===== src/rtl/rnb_pkg.sv =====
// Shared constants, flag struct and step zero-extension helper for rnb_updnld.
package rnb_pkg;
  localparam int MODE_WRAP = 0;
  localparam int MODE_SAT  = 1;
  localparam int MAX_W     = 32;

  typedef struct packed {
    logic carry;
    logic borrow;
  } rnb_flags_t;

  // Keep only the low min(step_w, width) bits so a wide step cannot alias high bits.
  function automatic logic [MAX_W-1:0] step_zext(input logic [MAX_W-1:0] s,
                                                 input int step_w, input int width);
    int w;
    w = (step_w < width) ? step_w : width;
    return (w >= MAX_W) ? s : (s & ((MAX_W'(1) << w) - MAX_W'(1)));
  endfunction
endpackage


===== src/rtl/rnb_addsub.sv =====
// Combinational WIDTH+1-bit add/subtract with optional clamp on overflow/underflow.
module rnb_addsub
  import rnb_pkg::*;
#(
  parameter int WIDTH    = 16,
  parameter int SATURATE = MODE_WRAP
) (
  input  logic [WIDTH-1:0] cur,
  input  logic [WIDTH-1:0] stp,
  input  logic             up,
  input  logic             dn,
  output logic [WIDTH-1:0] nxt,
  output logic             cy,
  output logic             bw
);
  logic [WIDTH:0] sum, diff;

  always_comb begin
    sum  = {1'b0, cur} + {1'b0, stp};
    diff = {1'b0, cur} - {1'b0, stp};
    nxt  = cur;
    cy   = 1'b0;
    bw   = 1'b0;
    if (up) begin
      cy  = sum[WIDTH];
      nxt = (cy && SATURATE == MODE_SAT) ? '1 : sum[WIDTH-1:0];
    end else if (dn) begin
      bw  = diff[WIDTH];
      nxt = (bw && SATURATE == MODE_SAT) ? '0 : diff[WIDTH-1:0];
    end
  end
endmodule


===== src/rtl/rnb_updnld.sv =====
// Parametrised up/down loadable register with carry/borrow pulses and registered bus drive.
module rnb_updnld
  import rnb_pkg::*;
#(
  parameter int               WIDTH     = 16,
  parameter int               STEP_W    = 4,
  parameter int               SATURATE  = MODE_WRAP,
  parameter logic [WIDTH-1:0] RESET_VAL = '0
) (
  input  logic              clk,
  input  logic              rst_n,
  input  logic              reg_load,
  input  logic              reg_write,
  input  logic              inc,
  input  logic              dec,
  input  logic [STEP_W-1:0] step,
  input  logic [WIDTH-1:0]  XferBusIn,
  output logic [WIDTH-1:0]  Out,
  output logic [WIDTH-1:0]  XferBusOut,
  output logic              bus_valid,
  output logic              zero,
  output logic              carry,
  output logic              borrow
);
  logic [WIDTH-1:0] reg_q, stp, nxt;
  logic             do_inc, do_dec, cy, bw;
  rnb_flags_t       flags_q;

  assign stp    = WIDTH'(step_zext(MAX_W'(step), STEP_W, WIDTH));
  // Load wins; inc and dec together cancel to a hold.
  assign do_inc = ~reg_load & inc & ~dec;
  assign do_dec = ~reg_load & dec & ~inc;

  rnb_addsub #(.WIDTH(WIDTH), .SATURATE(SATURATE)) u_addsub (
    .cur (reg_q),
    .stp (stp),
    .up  (do_inc),
    .dn  (do_dec),
    .nxt (nxt),
    .cy  (cy),
    .bw  (bw)
  );

  always_ff @(posedge clk or negedge rst_n) begin
    if (!rst_n) begin
      reg_q      <= RESET_VAL;
      XferBusOut <= '0;
      bus_valid  <= 1'b0;
      flags_q    <= '0;
    end else begin
      reg_q          <= reg_load ? XferBusIn : nxt;
      // Bus carries the value at the sampling edge, enabling read-then-post-increment.
      XferBusOut     <= reg_write ? reg_q : '0;
      bus_valid      <= reg_write;
      flags_q.carry  <= cy;
      flags_q.borrow <= bw;
    end
  end

  assign Out    = reg_q;
  assign zero   = (reg_q == '0);
  assign carry  = flags_q.carry;
  assign borrow = flags_q.borrow;
endmodule


===== config.mk =====
export PLATFORM = sky130hd
export DESIGN_NAME = rnb_updnld
export DESIGN_NICKNAME = d
export VERILOG_FILES = /design/src/rtl/rnb_pkg.sv /design/src/rtl/rnb_addsub.sv /design/src/rtl/rnb_updnld.sv
export SDC_FILE = /design/constraint.sdc
export NUM_CORES = 1
export LEC_CHECK = 0
export CORE_ASPECT_RATIO = 1.4
export CORE_MARGIN = 2
export CORE_UTILIZATION = 25
export CTS_CLUSTER_SIZE = 20
export DETAILED_ROUTE_END_ITERATION = 6
export PLACE_DENSITY = 0.59
export REMOVE_ABC_BUFFERS = 1
export SETUP_SLACK_MARGIN = 0.05
export SYNTH_ARGS = -nofsm -noshare
export SYNTH_HDL_FRONTEND = slang
export SYNTH_SLANG_ARGS = --single-unit

===== constraint.sdc =====
create_clock -name clk -period 3.1 [get_ports clk]
set_clock_uncertainty 0.05 [all_clocks]
set_input_delay 0.93 -clock clk [delete_from_list [all_inputs] [get_ports clk]]
set_output_delay 0.93 -clock clk [all_outputs]
set_load 0.01 [all_outputs]

## Word level (Yosys, flattened, before mapping)

Index checks and enable logic that the tools add are counted.

| storage, ports and cells | value |
|---|---|
| flip-flop bits (word level) | 35 |
| memory bits (read-only) | 0 |
| output and inout bits | 36 |
| input port bits | 26 |
| memory bits (writable) | 0 |
| word-level logic and storage cells | 23 |
| bits in latches | 0 |
| memories | 0 |

| cells by class | value |
|---|---|
| muxes and demuxes | 7 |
| reduce and logical (&&, ||, !) cells | 2 |
| equality and inequality tests | 0 |
| order comparisons | 0 |
| multiply operators | 0 |
| div/mod/pow operators | 0 |
| add/sub/neg operators | 2 |
| shift-type cells | 0 |
| bitwise logic cells | 7 |

Operators by type and width:

| operator | count |
|---|---|
| 16-bit 2-to-1 mux | 4 |
| 16-bit by 4-bit adder with 17-bit output | 1 |
| 16-bit by 4-bit subtractor with 17-bit output | 1 |
| 16-bit zero test | 1 |
| 1-bit AND | 4 |
| 1-bit 2-to-1 mux | 3 |
| 1-bit inverter | 3 |
| 3-bit nonzero test | 1 |

## Depth between registers and ports, before layout

| logic depth | value |
|---|---|
| depth in word-level cells | 6 |
| gate-level depth with buffers | 8 |
| depth with buffers taken out | 8 |

## By module

From an unflattened synthesis, not the netlist that was laid out.

| second synthesis, totals | value |
|---|---|
| cell total of the unflattened synthesis | 393 |
| area, all modules | 3395.8 um2 |

Modules (own cells, without submodules):

| module | times used | seq. area each (um2) | area each (um2) | cells an instance |
|---|---|---|---|---|
| rnb_addsub | 1 | 0.0 | 2122.0 | 315 |
| rnb_updnld | 1 | 875.8 | 1273.7 | 78 |

## Worst setup path after synthesis

OpenSTA, ideal clock, no wires.

| path | value |
|---|---|
| path type | input to register |
| start | input port step[0] |
| end | register reg_q[8] (netlist: Out[8]) |
| arrival | 2590 ps |
| data required time | 2949 ps |
| buffers on the path | 0 |
| setup time | 101 ps |
| path slack | 359 ps |
| stages | 7 |
| cell sequence | ha_1 fa_1 nor3b_1 o31ai_2 o22ai_1 and4_1 nor4_1 |

| between the ends | value |
|---|---|
| word-level cells in the longest chain between the ends | 4 |
| elaborated cells between the ends (all ways) | 5 |
| classes of those cells | add/sub: 2; mux: 3 |

RTL lines:

| item | RTL line | source |
|---|---|---|
| start: declaration | rnb_updnld.sv:16 | `input logic [STEP_W-1:0] step,` |
| 16-bit by 4-bit subtractor with 17-bit output | rnb_addsub.sv:20 | `diff = {1'b0, cur} - {1'b0, stp};` |
| 16-bit 2-to-1 mux | rnb_addsub.sv:27 | `end else if (dn) begin` |
| 16-bit 2-to-1 mux (*) | rnb_addsub.sv:24 | `if (up) begin` |
| 16-bit 2-to-1 mux (*) | rnb_updnld.sv:51 | `reg_q <= reg_load ? XferBusIn : nxt;` |
| end signal: assignment | rnb_updnld.sv:51 |  |
| end: declaration | rnb_updnld.sv:25 | `logic [WIDTH-1:0] reg_q, stp, nxt;` |

Mark *: on every way between the ends. The rest lies on a longest branch, timed or not. The select of a mux whose other input is x is not followed.
A chain may end at the register's enable or synchronous reset.

## Worst setup path in the final report

| path | value |
|---|---|
| start | input port step[1] |
| end | register reg_q[13] (netlist: Out[13]) |

Same word-level chain as after synthesis.

==> results.ini <==
[hold_path]
hp-class=register to register

[synth]
synth_area_sq_um=2227
synthArstFlopShare_pct=100.0
yosysWarningCount=0
synth-seq-cells=35
yosysSeqAreaShare_pct=39.33
synthDistinctLibCells=55
synth_edf_count=0
avgSynthCellArea_sq_um=9.203
synth-main-ff-cell=dfrtp_1
syn_inst=242

[cts]
cts_buffers=5
clk_pin_slew_ns=0.05
cts.sinks=35
clockBufferDepth=2
htreeDepth=2
cts_setup_buffers=0
clk_latency_ns=0.28
cts_tree=yes
cts_root_buf=clkbuf_16

[die]
die_h_um=115.7
core_sq_um=8608
dieArea_sq_um=9690
rows=40
start_util_pct=25.87
boundaryPins=62
die_w_um=83.77

[critical_path]
crit_required_ns=3.21
crit_fanout=4
critPathArrivalTime_ns=3.10
path_class=input port to register
worstSetupStartpointType=input port
end_kind=register

[timing]
final_hold_viol_count=0
finalCriticalPeriod_ns=2.987
fin_crit_sh_pct=96.34
setup_viol=0
final_max_slew_viol_count=0
holdWs_ns=0.5610
clock.fmax_mhz=334.8
rsz0062_at_grt=true
slew_headroom_pct=46.29
worst_pin_slew_ns=0.8056
layout_setup_ws_ns=0.1133

[grt]
grt_usage_pct=14.48
grtUsageMet3_pct=1.994
grt_pass1_vias=2166
grtUsageMet2_pct=25.97
grt_busiest_layer=met2
grt_max_degree=36
antenna_found_initial=0
grt_overflow=0
grt_pass1_wl_um=10960
gr-usage-met1_pct=17.34

[detailed_routing]
wl_per_cell_um=15.69
dr.pass1.iters=4
drtIter0Drc=153
vias=2151
drcViolationCount=0
wirelength_um=6777
vias_per_cell=4.979
final_antenna_net_count=0

[cells_and_area]
diodes=0
instances_no_fill=432
mostFrequentLayoutCell=clkdlybuf4s50_1
drive_above_1_share_pct=17.13
syn_to_final_growth_pct=49.27
fin_nets=362
final_cell_area_sq_um=3324
final_cell_mix=clkdlybuf4s50_1 (59), dfrtp_1 (35), buf_4 (29)

[power_and_ir_drop]
vdd_drop_max_mv=0.3056
power.static_leakage_nw=1.412
power.density_nw_per_um2=521.3
p_total_w=0.001733

[placement]
dp_hpwl_um=5260
pre_cts_ws_ns=-0.1971
dp.cells=424
place.gp.congestion=0.8448
dpl-instance-area_sq_um=3126
port_buffers=61

[outcome]
outcome=completed

[run]
cap_violations=0

==> critical path: stages <==
cell,delay [ns]
clkdlybuf4s50_1,0.49
inv_1,0.05
ha_1,0.29
nor2b_1,0.14
o31a_1,0.30
buf_4,0.17
nor4_1,0.31
buf_4,0.20
o2111a_1,0.17
nor3_1,0.05
==> cell usage after synthesis (2+ instances only) <==
cell type / instances / area (sq um)
mux2i_1: 4 / 40.04
ha_1: 8 / 100.1
clkbuf_2: 2 / 10.01
nand3_1: 8 / 40.04
nor3_1: 17 / 85.08
xnor2_1: 3 / 26.28
buf_2: 4 / 20.02
dfrtp_1: 35 / 875.8
inv_1: 11 / 41.29
clkbuf_1: 7 / 26.28
nand2b_1: 2 / 12.51
mux2_2: 2 / 22.52
fa_1: 2 / 40.04
o31a_1: 2 / 17.52
nor3b_1: 3 / 22.52
nand3b_1: 3 / 22.52
o2111a_1: 2 / 22.52
o211a_1: 2 / 20.02
xor2_1: 2 / 17.52
a31o_2: 2 / 17.52
nor2_1: 14 / 52.55
or3_1: 6 / 37.54
o21ai_0: 12 / 60.06
and2_1: 16 / 100.1
nor4_1: 6 / 37.54
a211o_1: 2 / 17.52
or2_2: 3 / 18.77
nand2_1: 21 / 78.83
and3_1: 3 / 18.77
a21oi_1: 8 / 40.04
nand4_1: 2 / 12.51
nor2b_1: 2 / 12.51
o21ai_1: 2 / 10.01
o22ai_1: 3 / 18.77
==> timing repair <==
item / in CTS / in global routing
hold buffers: 0 / 0
gates cloned: 0 / 0
resized for setup: 1 / 6
endpoints found under the setup margin: 1 / 5
==> sequential cells by signal, summed over array words and instances, names as in the netlist <==
| signal | flops |
|---|---|
| borrow | 1 |
| XferBusOut | 16 |
| Out | 16 |
| bus_valid | 1 |
| carry | 1 |
==> cell families after synthesis <==
group	Yosys count	share of synthesized area [%]
compound gates	45	14.83
xor+xnor	6	2.978
fa+ha+maj	10	6.292
buf+inv	24	4.382
flops	35	39.33
mux	6	2.809
simple gates	116	29.38
==> report_power, final <==
group | internal, W | total (W) | switching [W]
Combinational | 0.000305 | 0.000595 | 0.000291
Clock | 0.000400 | 0.000589 | 0.000189
Sequential | 0.000512 | 0.000549 | 0.0000372
Total | 0.00122 | 0.00173 | 0.000517
==> layout make-up <==
type / count / area, sq um
clock buffers: 6 / 138.9
clock inverters: 2 / 35.03
fillers: 884 / 5284
inverters: 11 / 41.29
multi-input cells: 183 / 1280
flip-flops and latches: 35 / 875.8
well taps: 105 / 131.4
repair buffers: 90 / 822.0
==> routing by layer <==
metal / routed length, um / vias to the layer above
met2: 3594 / 53
met1: 2783 / 1050
met3: 220 / 11
li1: - / 1037
met4: 179 / 0
met5: 0 / -
==> metrics by stage <==
| stage | util [%] | TNS, ns |
|---|---|---|
| 2_1_floorplan | - | 0 |
| 3_3_place_gp | 36.31 | -0.8971 |
| 3_5_place_dp | 36.31 | -1.160 |
| 4_1_cts | 38.31 | 0 |
| 5_1_grt | 38.62 | 0 |
| 6_report | 38.62 | 0 |
==> worst paths after layout <==
path,startpoint,endpoint,slack [ns],cells past startpoint
setup / recovery,step[1],Out[13],0.11,10
min in group asynchronous,rst_n,XferBusOut[11],0.69,1
hold reg to reg,Out[0],XferBusOut[0],0.56,1
setup reg to reg,Out[1],Out[13],0.80,8
max in group asynchronous,rst_n,XferBusOut[0],1.80,1
hold / removal,Out[0],XferBusOut[0],0.56,1
Note: power is estimated with default switching activity, not from simulation.
